<file path="src/rtl/rx_quadro_serial_7o1_pkg.sv">
// Shared constants and types for the 7O1 frame receiver.
// Values match the SGA transmit side.
package rx_quadro_serial_7o1_pkg;

  localparam logic [6:0] ASCII_STX = 7'h02;
  localparam logic [6:0] ASCII_LF  = 7'h0A;
  localparam logic [2:0] MODOS_TAG = 3'b001;

  localparam int BIT_COMEU = 6;
  localparam int BIT_DIFF  = 5;
  localparam int BIT_MODE  = 4;
  localparam int BIT_VEL   = 3;

  typedef enum logic [3:0] {
    ESPERA_STX = 4'd0,
    RX_HEAD    = 4'd1,
    RX_APPLE   = 4'd2,
    RX_STATE   = 4'd3,
    RX_MODOS   = 4'd4,
    ESPERA_LF  = 4'd5
  } frame_st_e;

  typedef enum logic [1:0] {
    C_IDLE,
    C_START,
    C_BITS,
    C_DONE
  } rx_st_e;

  typedef struct packed {
    logic [5:0] head;
    logic [5:0] apple;
    logic [5:0] state;
    logic       comeu;
    logic       diff;
    logic       mode;
    logic       vel;
  } snap_t;

  function automatic logic paridade_ok(input logic [6:0] d, input logic p);
    return ^{d, p};
  endfunction

endpackage

</file>
<file path="src/rtl/rx_quadro_serial_7o1_rx.sv">
// Character receiver for the 7O1 serial link.
// Synchronizes the line, times each bit, checks parity and stop.
module rx_quadro_serial_7o1_rx
  import rx_quadro_serial_7o1_pkg::*;
#(
  parameter int CLKS_PER_BIT = 5208
) (
  input  logic       clock,
  input  logic       reset,
  input  logic       entrada_serial,
  output logic [6:0] dados_ascii,
  output logic       char_pronto,
  output logic       char_erro
);

  localparam int CW = $clog2(CLKS_PER_BIT);
  localparam logic [CW-1:0] MID  = CW'(CLKS_PER_BIT / 2 - 1);
  localparam logic [CW-1:0] LAST = CW'(CLKS_PER_BIT - 1);

  rx_st_e        st_q, st_d;
  logic          sync1_q, sync1_d;
  logic          sync2_q, sync2_d;
  logic          prev_q, prev_d;
  logic [CW-1:0] cnt_q, cnt_d;
  logic [3:0]    idx_q, idx_d;
  logic [7:0]    shift_q, shift_d;
  logic          pronto_q, pronto_d;
  logic          erro_q, erro_d;

  assign dados_ascii = shift_q[6:0];
  assign char_pronto = pronto_q;
  assign char_erro   = erro_q;

  // Bit timing: start edge counts as one elapsed cycle of the half bit
  always_comb begin
    sync1_d  = entrada_serial;
    sync2_d  = sync1_q;
    prev_d   = sync2_q;
    st_d     = st_q;
    cnt_d    = cnt_q;
    idx_d    = idx_q;
    shift_d  = shift_q;
    pronto_d = 1'b0;
    erro_d   = erro_q;
    unique case (st_q)
      C_IDLE: begin
        if (prev_q && !sync2_q) begin
          st_d  = C_START;
          cnt_d = CW'(1);
        end
      end
      C_START: begin
        if (cnt_q == MID) begin
          cnt_d = '0;
          idx_d = '0;
          st_d  = sync2_q ? C_IDLE : C_BITS;
        end else begin
          cnt_d = cnt_q + 1'b1;
        end
      end
      C_BITS: begin
        if (cnt_q == LAST) begin
          cnt_d = '0;
          if (idx_q == 4'd8) begin
            erro_d = !paridade_ok(shift_q[6:0], shift_q[7])
                     || !sync2_q;
            st_d   = C_DONE;
          end else begin
            shift_d = {sync2_q, shift_q[7:1]};
            idx_d   = idx_q + 1'b1;
          end
        end else begin
          cnt_d = cnt_q + 1'b1;
        end
      end
      C_DONE: begin
        pronto_d = 1'b1;
        st_d     = C_IDLE;
      end
      default: st_d = C_IDLE;
    endcase
  end

  // Receiver state and synchronizer registers
  always_ff @(posedge clock) begin
    if (reset) begin
      st_q     <= C_IDLE;
      sync1_q  <= 1'b1;
      sync2_q  <= 1'b1;
      prev_q   <= 1'b1;
      cnt_q    <= '0;
      idx_q    <= '0;
      shift_q  <= '0;
      pronto_q <= 1'b0;
      erro_q   <= 1'b0;
    end else begin
      st_q     <= st_d;
      sync1_q  <= sync1_d;
      sync2_q  <= sync2_d;
      prev_q   <= prev_d;
      cnt_q    <= cnt_d;
      idx_q    <= idx_d;
      shift_q  <= shift_d;
      pronto_q <= pronto_d;
      erro_q   <= erro_d;
    end
  end

endmodule

</file>
<file path="src/rtl/rx_quadro_serial_7o1.sv">
// 7O1 frame receiver: STX, head, apple, state, modes, LF.
// Outputs change only when a complete valid frame is accepted.
module rx_quadro_serial_7o1
  import rx_quadro_serial_7o1_pkg::*;
#(
  parameter int CLKS_PER_BIT = 5208
) (
  input  logic       clock,
  input  logic       reset,
  input  logic       entrada_serial,
  output logic [5:0] head,
  output logic [5:0] apple,
  output logic [5:0] state,
  output logic       comeu_maca,
  output logic       difficulty,
  output logic       mode,
  output logic       velocity,
  output logic       frame_valid,
  output logic       frame_error,
  output logic [3:0] db_estado
);

  logic [6:0] c;
  logic       char_pronto;
  logic       char_erro;
  logic       fmt_ok;
  frame_st_e  fr_q, fr_d;
  snap_t      sh_q, sh_d;
  snap_t      out_q, out_d;
  logic       valid_q, valid_d;
  logic       error_q, error_d;

  rx_quadro_serial_7o1_rx #(
    .CLKS_PER_BIT(CLKS_PER_BIT)
  ) u_rx (
    .clock          (clock),
    .reset          (reset),
    .entrada_serial (entrada_serial),
    .dados_ascii    (c),
    .char_pronto    (char_pronto),
    .char_erro      (char_erro)
  );

  assign head        = out_q.head;
  assign apple       = out_q.apple;
  assign state       = out_q.state;
  assign comeu_maca  = out_q.comeu;
  assign difficulty  = out_q.diff;
  assign mode        = out_q.mode;
  assign velocity    = out_q.vel;
  assign frame_valid = valid_q;
  assign frame_error = error_q;
  assign db_estado   = fr_q;

  // Does the char fit the slot the frame is waiting for
  always_comb begin
    fmt_ok = 1'b0;
    unique case (fr_q)
      RX_HEAD, RX_APPLE, RX_STATE: fmt_ok = c[0];
      RX_MODOS:  fmt_ok = (c[2:0] == MODOS_TAG);
      ESPERA_LF: fmt_ok = (c == ASCII_LF);
      default:   fmt_ok = 1'b0;
    endcase
  end

  // Frame sequencing into shadows, publish on LF
  always_comb begin
    fr_d    = fr_q;
    sh_d    = sh_q;
    out_d   = out_q;
    valid_d = 1'b0;
    error_d = 1'b0;
    if (char_pronto) begin
      if (fr_q == ESPERA_STX) begin
        if (!char_erro && c == ASCII_STX) fr_d = RX_HEAD;
      end else if (char_erro) begin
        error_d = 1'b1;
        fr_d    = ESPERA_STX;
        sh_d    = '0;
      end else if (c == ASCII_STX) begin
        error_d = 1'b1;
        fr_d    = RX_HEAD;
        sh_d    = '0;
      end else if (!fmt_ok) begin
        error_d = 1'b1;
        fr_d    = ESPERA_STX;
        sh_d    = '0;
      end else begin
        unique case (fr_q)
          RX_HEAD: begin
            sh_d.head = c[6:1];
            fr_d      = RX_APPLE;
          end
          RX_APPLE: begin
            sh_d.apple = c[6:1];
            fr_d       = RX_STATE;
          end
          RX_STATE: begin
            sh_d.state = c[6:1];
            fr_d       = RX_MODOS;
          end
          RX_MODOS: begin
            sh_d.comeu = c[BIT_COMEU];
            sh_d.diff  = c[BIT_DIFF];
            sh_d.mode  = c[BIT_MODE];
            sh_d.vel   = c[BIT_VEL];
            fr_d       = ESPERA_LF;
          end
          ESPERA_LF: begin
            out_d   = sh_q;
            valid_d = 1'b1;
            fr_d    = ESPERA_STX;
          end
          default: fr_d = ESPERA_STX;
        endcase
      end
    end
  end

  // Frame state, shadows, published snapshot and pulses
  always_ff @(posedge clock) begin
    if (reset) begin
      fr_q    <= ESPERA_STX;
      sh_q    <= '0;
      out_q   <= '0;
      valid_q <= 1'b0;
      error_q <= 1'b0;
    end else begin
      fr_q    <= fr_d;
      sh_q    <= sh_d;
      out_q   <= out_d;
      valid_q <= valid_d;
      error_q <= error_d;
    end
  end

endmodule

</file>
<file path="config.mk">
export PLATFORM = sky130hd
export DESIGN_NAME = rx_quadro_serial_7o1
export DESIGN_NICKNAME = d
export VERILOG_FILES = /design/src/rtl/rx_quadro_serial_7o1_pkg.sv /design/src/rtl/rx_quadro_serial_7o1_rx.sv /design/src/rtl/rx_quadro_serial_7o1.sv
export SDC_FILE = /design/constraint.sdc
export NUM_CORES = 1
export LEC_CHECK = 0
export ABC_AREA = 1
export CORE_AREA = 2 2 105 107
export DETAILED_ROUTE_END_ITERATION = 16
export DIE_AREA = 0 0 107 109
export DONT_BUFFER_PORTS = 1
export SLEW_MARGIN = 20
export SYNTH_ARGS = -nofsm -noshare
export SYNTH_HDL_FRONTEND = slang
export SYNTH_HIERARCHICAL = 1
export SYNTH_SLANG_ARGS = --single-unit
</file>
<file path="constraint.sdc">
create_clock -name clock -period 1.5 [get_ports clock]
set_input_delay 0.3 -clock clock [delete_from_list [all_inputs] [get_ports clock]]
set_output_delay 0.3 -clock clock [all_outputs]
set_load 0.05 [all_outputs]
</file>
==> impl_metrics.yaml, run 1 <==
timing:
  worst_slack_ns: -0.04156
  worstMarginPinSlew_ns: 0.5357
  setup-violations-final: 27
  hold_viol: 0
  maxSlewHeadroom_pct: 64.24
  period_needed_ns: 1.542
  fin_crit_sh_pct: 102.8
  finClkSkew_ns: 0.01619
  slew_viol_final: 0
  max_freq_mhz: 648.7
  rsz0062_at_grt: "true"
  whs_ns: 0.01052
global_routing:
  antenna_found_initial: 0
  grt_max_degree: 42
  grt_pass1_vias: 3364
  grt_remaining_overflow: 0
  grtUsageTotal_pct: 16.79
  grt_pass1_wl_um: 15790
worst_setup_path:
  crit_family: "simple AND/OR/NAND/NOR gates"
  crit_buf_inv: 3
  max_stage_delay_ns: 0.34
  crit_fanout: 6
  required_ns: 1.76
  arrival_ns: 1.80
  critPathSlowestCell: "dfxtp_2"
  startpoint_type: "register"
  worstPathCellList: "inv_1 > nand2_1 > nor2_2 > nand3_2 > nand3_4 > buf_12 > buf_16 > nand3_4 > nand2_4 > nand2_2 > nand2_2 > nor2_1"
  crit_type: "register to register"
  end_kind: "register"
cts:
  insertion_delay_ns: 0.35
  root_buffer: "clkbuf_8"
  tritoncts: "done"
  numCtsBuffers: 9
  htreeDepth: 3
  cts_buffer_depth: 2
  clk_pin_slew_ns: 0.10
  cts_sinks: 81
cells_and_area:
  nNetsFinal: 625
  drive_above_1_share_pct: 30.74
  diodes: 0
  fill_cells: 1013
  area_delta_synth_final_pct: 29.29
  fin_cells: 758
  fin_util_pct: 50.00
pwr:
  report.power.total_uw: 5123
  p_per_area_nw_per_um2: 966.3
  power_leakage_uw: 0.002089
  vdd_ir_drop_max_mv: 0.6312
place:
  hpwl_um: 6234
  dpl.cell_count: 718
  place_congestion: 0.8572
  port_buffers: 0
worst_hold_path:
  hp-class: "primary input to register"
routing:
  via_per_inst: 4.982
  wire_per_inst_um: 13.75
  drtPass1Iterations: 4
  ant_nets: 0
  routed_wl_um: 10420
  drtIter0Drc: 211
  vias: 3776
  drc_errors: 0
floorplanning:
  initial_utilization_pct: 38.67
  die_w_um: 107
  die-area_um2: 11660
  ios: 31
  rows: 38
  core_um2: 10600
  die_h_um: 109
synthesis:
  synth_area_leaders: "dfxtp_1 (40%), nand2_1 (13%), nor2_1 (6.7%)"
  yosysSeqAreaShare_pct: 39.55
  synth.top_cell.area_share_pct: 39.55
  synth.most_common_cell: "nand2_1"
  synth_largest_area_cell: "dfxtp_1"
  synth_flop_cell: "dfxtp_1"
  ys_top_cells_by_count: "nand2_1 (144), dfxtp_1 (81), nor2_1 (73), a21oi_1 (52), inv_1 (51)"
  async_flop_share_pct: 0
  synth_edf_count: 0
  synth.distinct_cells: 41
  ys_ff_latch: 81
  syn_nets: 584
  syn_area_per_cell_um2: 7.168
  synthesis.area_um2: 4100
  syn_inst: 572
  ys_warn_count: 6
flow_run:
  max-cap-violations: 0
run_status:
  status: "finished with violations"
  violations: "setup timing"
-- report_power, final --
part | internal (uW) | leakage, uW | switching, uW | total (uW)
Clock | 804 | 0.000107 | 896 | 1700
Sequential | 2210 | 0.000660 | 65.2 | 2280
Combinational | 460 | 0.00132 | 687 | 1150
-- metrics by stage --
stage	area [um^2]	setup TNS (ns)	worst slack, ns
floorplan	4120	0	0.003851
global route	5301	-5.985	-0.1811
finish	5301	-0.4090	-0.04156
CTS	4835	-0.09194	-0.01526
detailed placement	4408	-1.566	-0.07358
global placement	4408	-0.1176	-0.02533
-- flip-flops by register name (all words and copies together) (netlist names), 3 cells and up, named ones only --
name / count
sh_q: 22
u_rx/cnt_q: 13
u_rx/shift_q: 8
apple: 6
head: 6
state: 6
u_rx/idx_q: 4
db_estado: 3
-- metal layers --
metal	vias up	routed length [um]	GRT usage (%)
met5	-	0	0
met4	0	211	4.917
met3	18	449	3.586
met2	90	5238	27.93
met1	1766	4522	21.99
li1	1902	-	-
-- placed cells by master (no fill, tap or decap), drive strengths merged, types with 2 or more instances in the layout --
cell type / instances
xnor2: 5
a21oi: 56
nand4: 3
nor2: 79
clkinv: 2
nor4: 2
o21ai: 22
inv: 62
dlygate4sd3: 4
dfxtp: 81
or2: 3
buf: 50
nor3: 14
nand3: 54
clkbuf: 11
xor2: 4
ha: 9
nand2: 154
-- what timing repair did --
item,CTS,global route
gates cloned,2,5
hold buffers,4,0
pin swaps,10,29
endpoints found under the hold margin,7,0
gates resized for setup,23,100
setup endpoints to repair,46,76
buffers inserted,9,5
-- logic make-up (layout without fill, tap and decap cells) --
family                     after synthesis  in the layout  synth area share [%]
and+or+nand+nor                        308            310                 35.18
DFF                                     81             81                 39.55
xor gates and xnor gates                 9              9                 1.922
other                                    1              1               0.09146
buffers and inverters                   86            130                 10.16
AOI/OAI and AO/OA                       78             78                 10.34
adders and majority gates                9              9                 2.746
-- worst reg2reg max path: cells and delay by family, from the launching register on --
kind	cells	cell delay (ns)
buffers and inverters	3	0.30
flip-flops	1	0.34
AND/OR/NAND/NOR	9	0.83
-- cell type report --
class                           instances  area [um^2]  area share (%)
Clock buffer                            9        123.9           2.337
Clock inverter                          7        82.58           1.558
Inverter                               57        241.5           4.555
Timing Repair inverter                  1        8.758          0.1652
Tap cell                              140        175.2           3.304
Timing Repair Buffer                   56        579.3           10.93
Multi-Input combinational cell        407         2440           46.02
Sequential cell                        81         1650           31.13
-- worst paths after layout --
path	slack, ns	startpoint	end	cells past startpoint
worst max register to register	-0.04	u_rx/shift_q[0]	sh_q[10]	12
worst max-delay path	-0.04	u_rx/shift_q[0]	sh_q[10]	12
worst min-delay path	0.01	reset	frame_error	1
worst min register to register	0.43	u_rx/sync1_q	u_rx/prev_d	1
(Power assumes the default switching activity.)
==> run 2: changes to the inputs <==
--- a/config.mk
+++ b/config.mk
@@ -10,6 +10,7 @@
 export DETAILED_ROUTE_END_ITERATION = 16
 export DIE_AREA = 0 0 107 109
 export DONT_BUFFER_PORTS = 1
+export PLACE_DENSITY = 0.55
 export SLEW_MARGIN = 20
 export SYNTH_ARGS = -nofsm -noshare
 export SYNTH_HDL_FRONTEND = slang
==> run 2 against run 1 <==
Against the previous run: the flow still finishes with violations (setup timing); hold slack better by 0.015 ns; routed wire length down 2.7%; register-to-register slack about the same; first-iteration DRC count down 43%; die area unchanged; setup slack worse by 0.0031 ns; clock skew down 0.0046 ns; via count down 2.2%; sequential power about the same.
==> impl_metrics.yaml, run 2 (synthesis results as in run 1) <==
place:
  port_buffers: 0
  hpwl_um: 6386
  place_congestion: 0.8320
  pre_cts_ws_ns: -0.08234
global_routing:
  gr-max-usage-layer: "met2"
  use_met3_pct: 3.228
  grt.met1_usage_pct: 19.50
  grt_remaining_overflow: 0
  antenna_found_initial: 0
  grtUsageTotal_pct: 16.50
  grt_max_degree: 41
  grt_pass1_vias: 3470
  gr-usage-met2_pct: 28.84
  grt_pass1_wl_um: 15390
routing:
  drc_errors: 0
  ant_nets: 0
  via_per_inst: 4.826
  drtIter0Drc: 121
  wire_per_inst_um: 13.26
  vias: 3692
  routed_wl_um: 10140
  drtPass1Iterations: 4
cells_and_area:
  largest_reg_flops: 22
  register_area_um2: 1665
  drive_above_1_share_pct: 34.88
  fill_cells: 1024
  reg_top3: "sh_q (22), u_rx/cnt_q (13), u_rx/shift_q (8)"
  nNetsFinal: 632
  diodes: 0
  fin_util_pct: 51.13
  final_cell_mix: "nand2_1 (127), dfxtp_1 (64), nor2_1 (59)"
  largest-register: "sh_q"
  layout.cells.most_common: "nand2_1"
  area_delta_synth_final_pct: 32.22
  multi_input_comb_area_um2: 2515
timing:
  slew_viol_final: 0
  maxSlewHeadroom_pct: 61.66
  finClkSkew_ns: 0.01163
  worst_slack_ns: -0.04463
  tns_ns: -0.1304
  max_freq_mhz: 647.4
  period_needed_ns: 1.545
  rsz0062_at_grt: "true"
  setup-violations-final: 7
  hold_viol: 0
  worstMarginPinSlew_ns: 0.5743
  whs_ns: 0.02511
  fin_crit_sh_pct: 103.0
cts:
  htreeDepth: 3
  numCtsBuffers: 9
  insertion_delay_ns: 0.37
  clk_pin_slew_ns: 0.09
  cts_buffer_depth: 2
  tritoncts: "done"
  cts_sinks: 81
  root_buffer: "clkbuf_8"
pwr:
  report.power.total_uw: 5021
  vdd_ir_drop_max_mv: 0.6069
  power_leakage_uw: 0.002178
  p_per_area_nw_per_um2: 926.2
flow_run:
  max-cap-violations: 0
worst_setup_path:
  reg2reg_from: "db_estado[1]"
  max_stage_delay_ns: 0.37
  r2r_end: "sh_q[17]"
  required_ns: 1.77
  crit_type: "register to register"
  critPathSlowestCell: "dfxtp_4"
  end_kind: "register"
  reg2regPathDepth: 11
  arrival_ns: 1.81
  crit_fanout: 6
  r2r_slack_ns: -0.04
  startpoint_type: "register"
  worstPathCellList: "nor2_4 > inv_2 > nor2_2 > nand2_2 > nand3_4 > buf_8 > nand3_4 > nand2_4 > nand2_1 > nand2_1 > nor2_1"
floorplanning:
  core_um2: 10600
  die_h_um: 109
  die-area_um2: 11660
  die_w_um: 107
  rows: 38
  ios: 31
  initial_utilization_pct: 38.67
worst_hold_path:
  min_to: "frame_error"
  whs_path_depth: 1
  holdCritStartpoint: "reset"
  hp-class: "primary input to register"
run_status:
  status: "finished with violations"
  violations: "setup timing"
run 2: cell count changes in the layout (fill, tap and decap cells not counted), moves of 4 or more:
cell     delta
a21oi_1     -6
a21oi_2     +6
buf_4       +8
dfxtp_1     -6
nand2_1     -7
nand2_4     +4
run 2: what timing repair did:
action | in CTS | in global routing
hold buffers | 2 | 0
buffers inserted | 1 | 9
pin swaps | 4 | 38
endpoints found under the hold margin | 27 | 0
gates resized for setup | 12 | 134
cloned | 0 | 6
endpoints found under the setup margin | 42 | 75
run 2: critical path: cells and delay by family (launching register included):
kind	cells	cell delay [ns]
DFF	1	0.37
and+or+nand+nor	9	0.88
buffers and inverters	2	0.20
run 2: area by class of cell:
cell class	instances	area share, %
Sequential cell	81	30.72
Inverter	57	4.223
Clock inverter	3	0.3923
Timing Repair Buffer	64	11.72
Clock buffer	13	3.323
Multi-Input combinational cell	407	46.39
Tap cell	140	3.231
run 2: per-stage QoR:
stage,cells,instance area [um^2]
final,765,5421
after global routing,765,5421
after CTS,750,4786
after detailed placement,731,4506
after global placement,731,4506
after floorplan,572,4120
run 2: worst max-delay path by stage:
stage,cells past startpoint,to,start,slack (ns)
2_1_floorplan,10,sh_q[11],db_estado[0],0.004
3_3_place_gp,8,u_rx/cnt_q[11],u_rx/st_q[0],-0.03
3_5_place_dp,9,u_rx/cnt_q[12],u_rx/st_q[0],-0.08
4_1_cts,10,sh_q[14],u_rx/shift_q[0],-0.03
5_1_grt,11,sh_q[17],db_estado[1],-0.15
6_report,11,sh_q[17],db_estado[1],-0.04
run 2: layer usage:
| metal | part of all wire, % | up-vias |
|---|---|---|
| met2 | 51 | 58 |
| met3 | 3.1 | 19 |
| met1 | 44 | 1698 |
| li1 | - | 1917 |
| met5 | 0 | - |
| met4 | 2.4 | 0 |
run 2: where the power goes:
group | internal (uW) | total [uW] | switching, uW
Sequential | 2210 | 2280 | 68.0
Combinational | 462 | 1140 | 675
Clock | 794 | 1610 | 815
Total | 3460 | 5020 | 1560
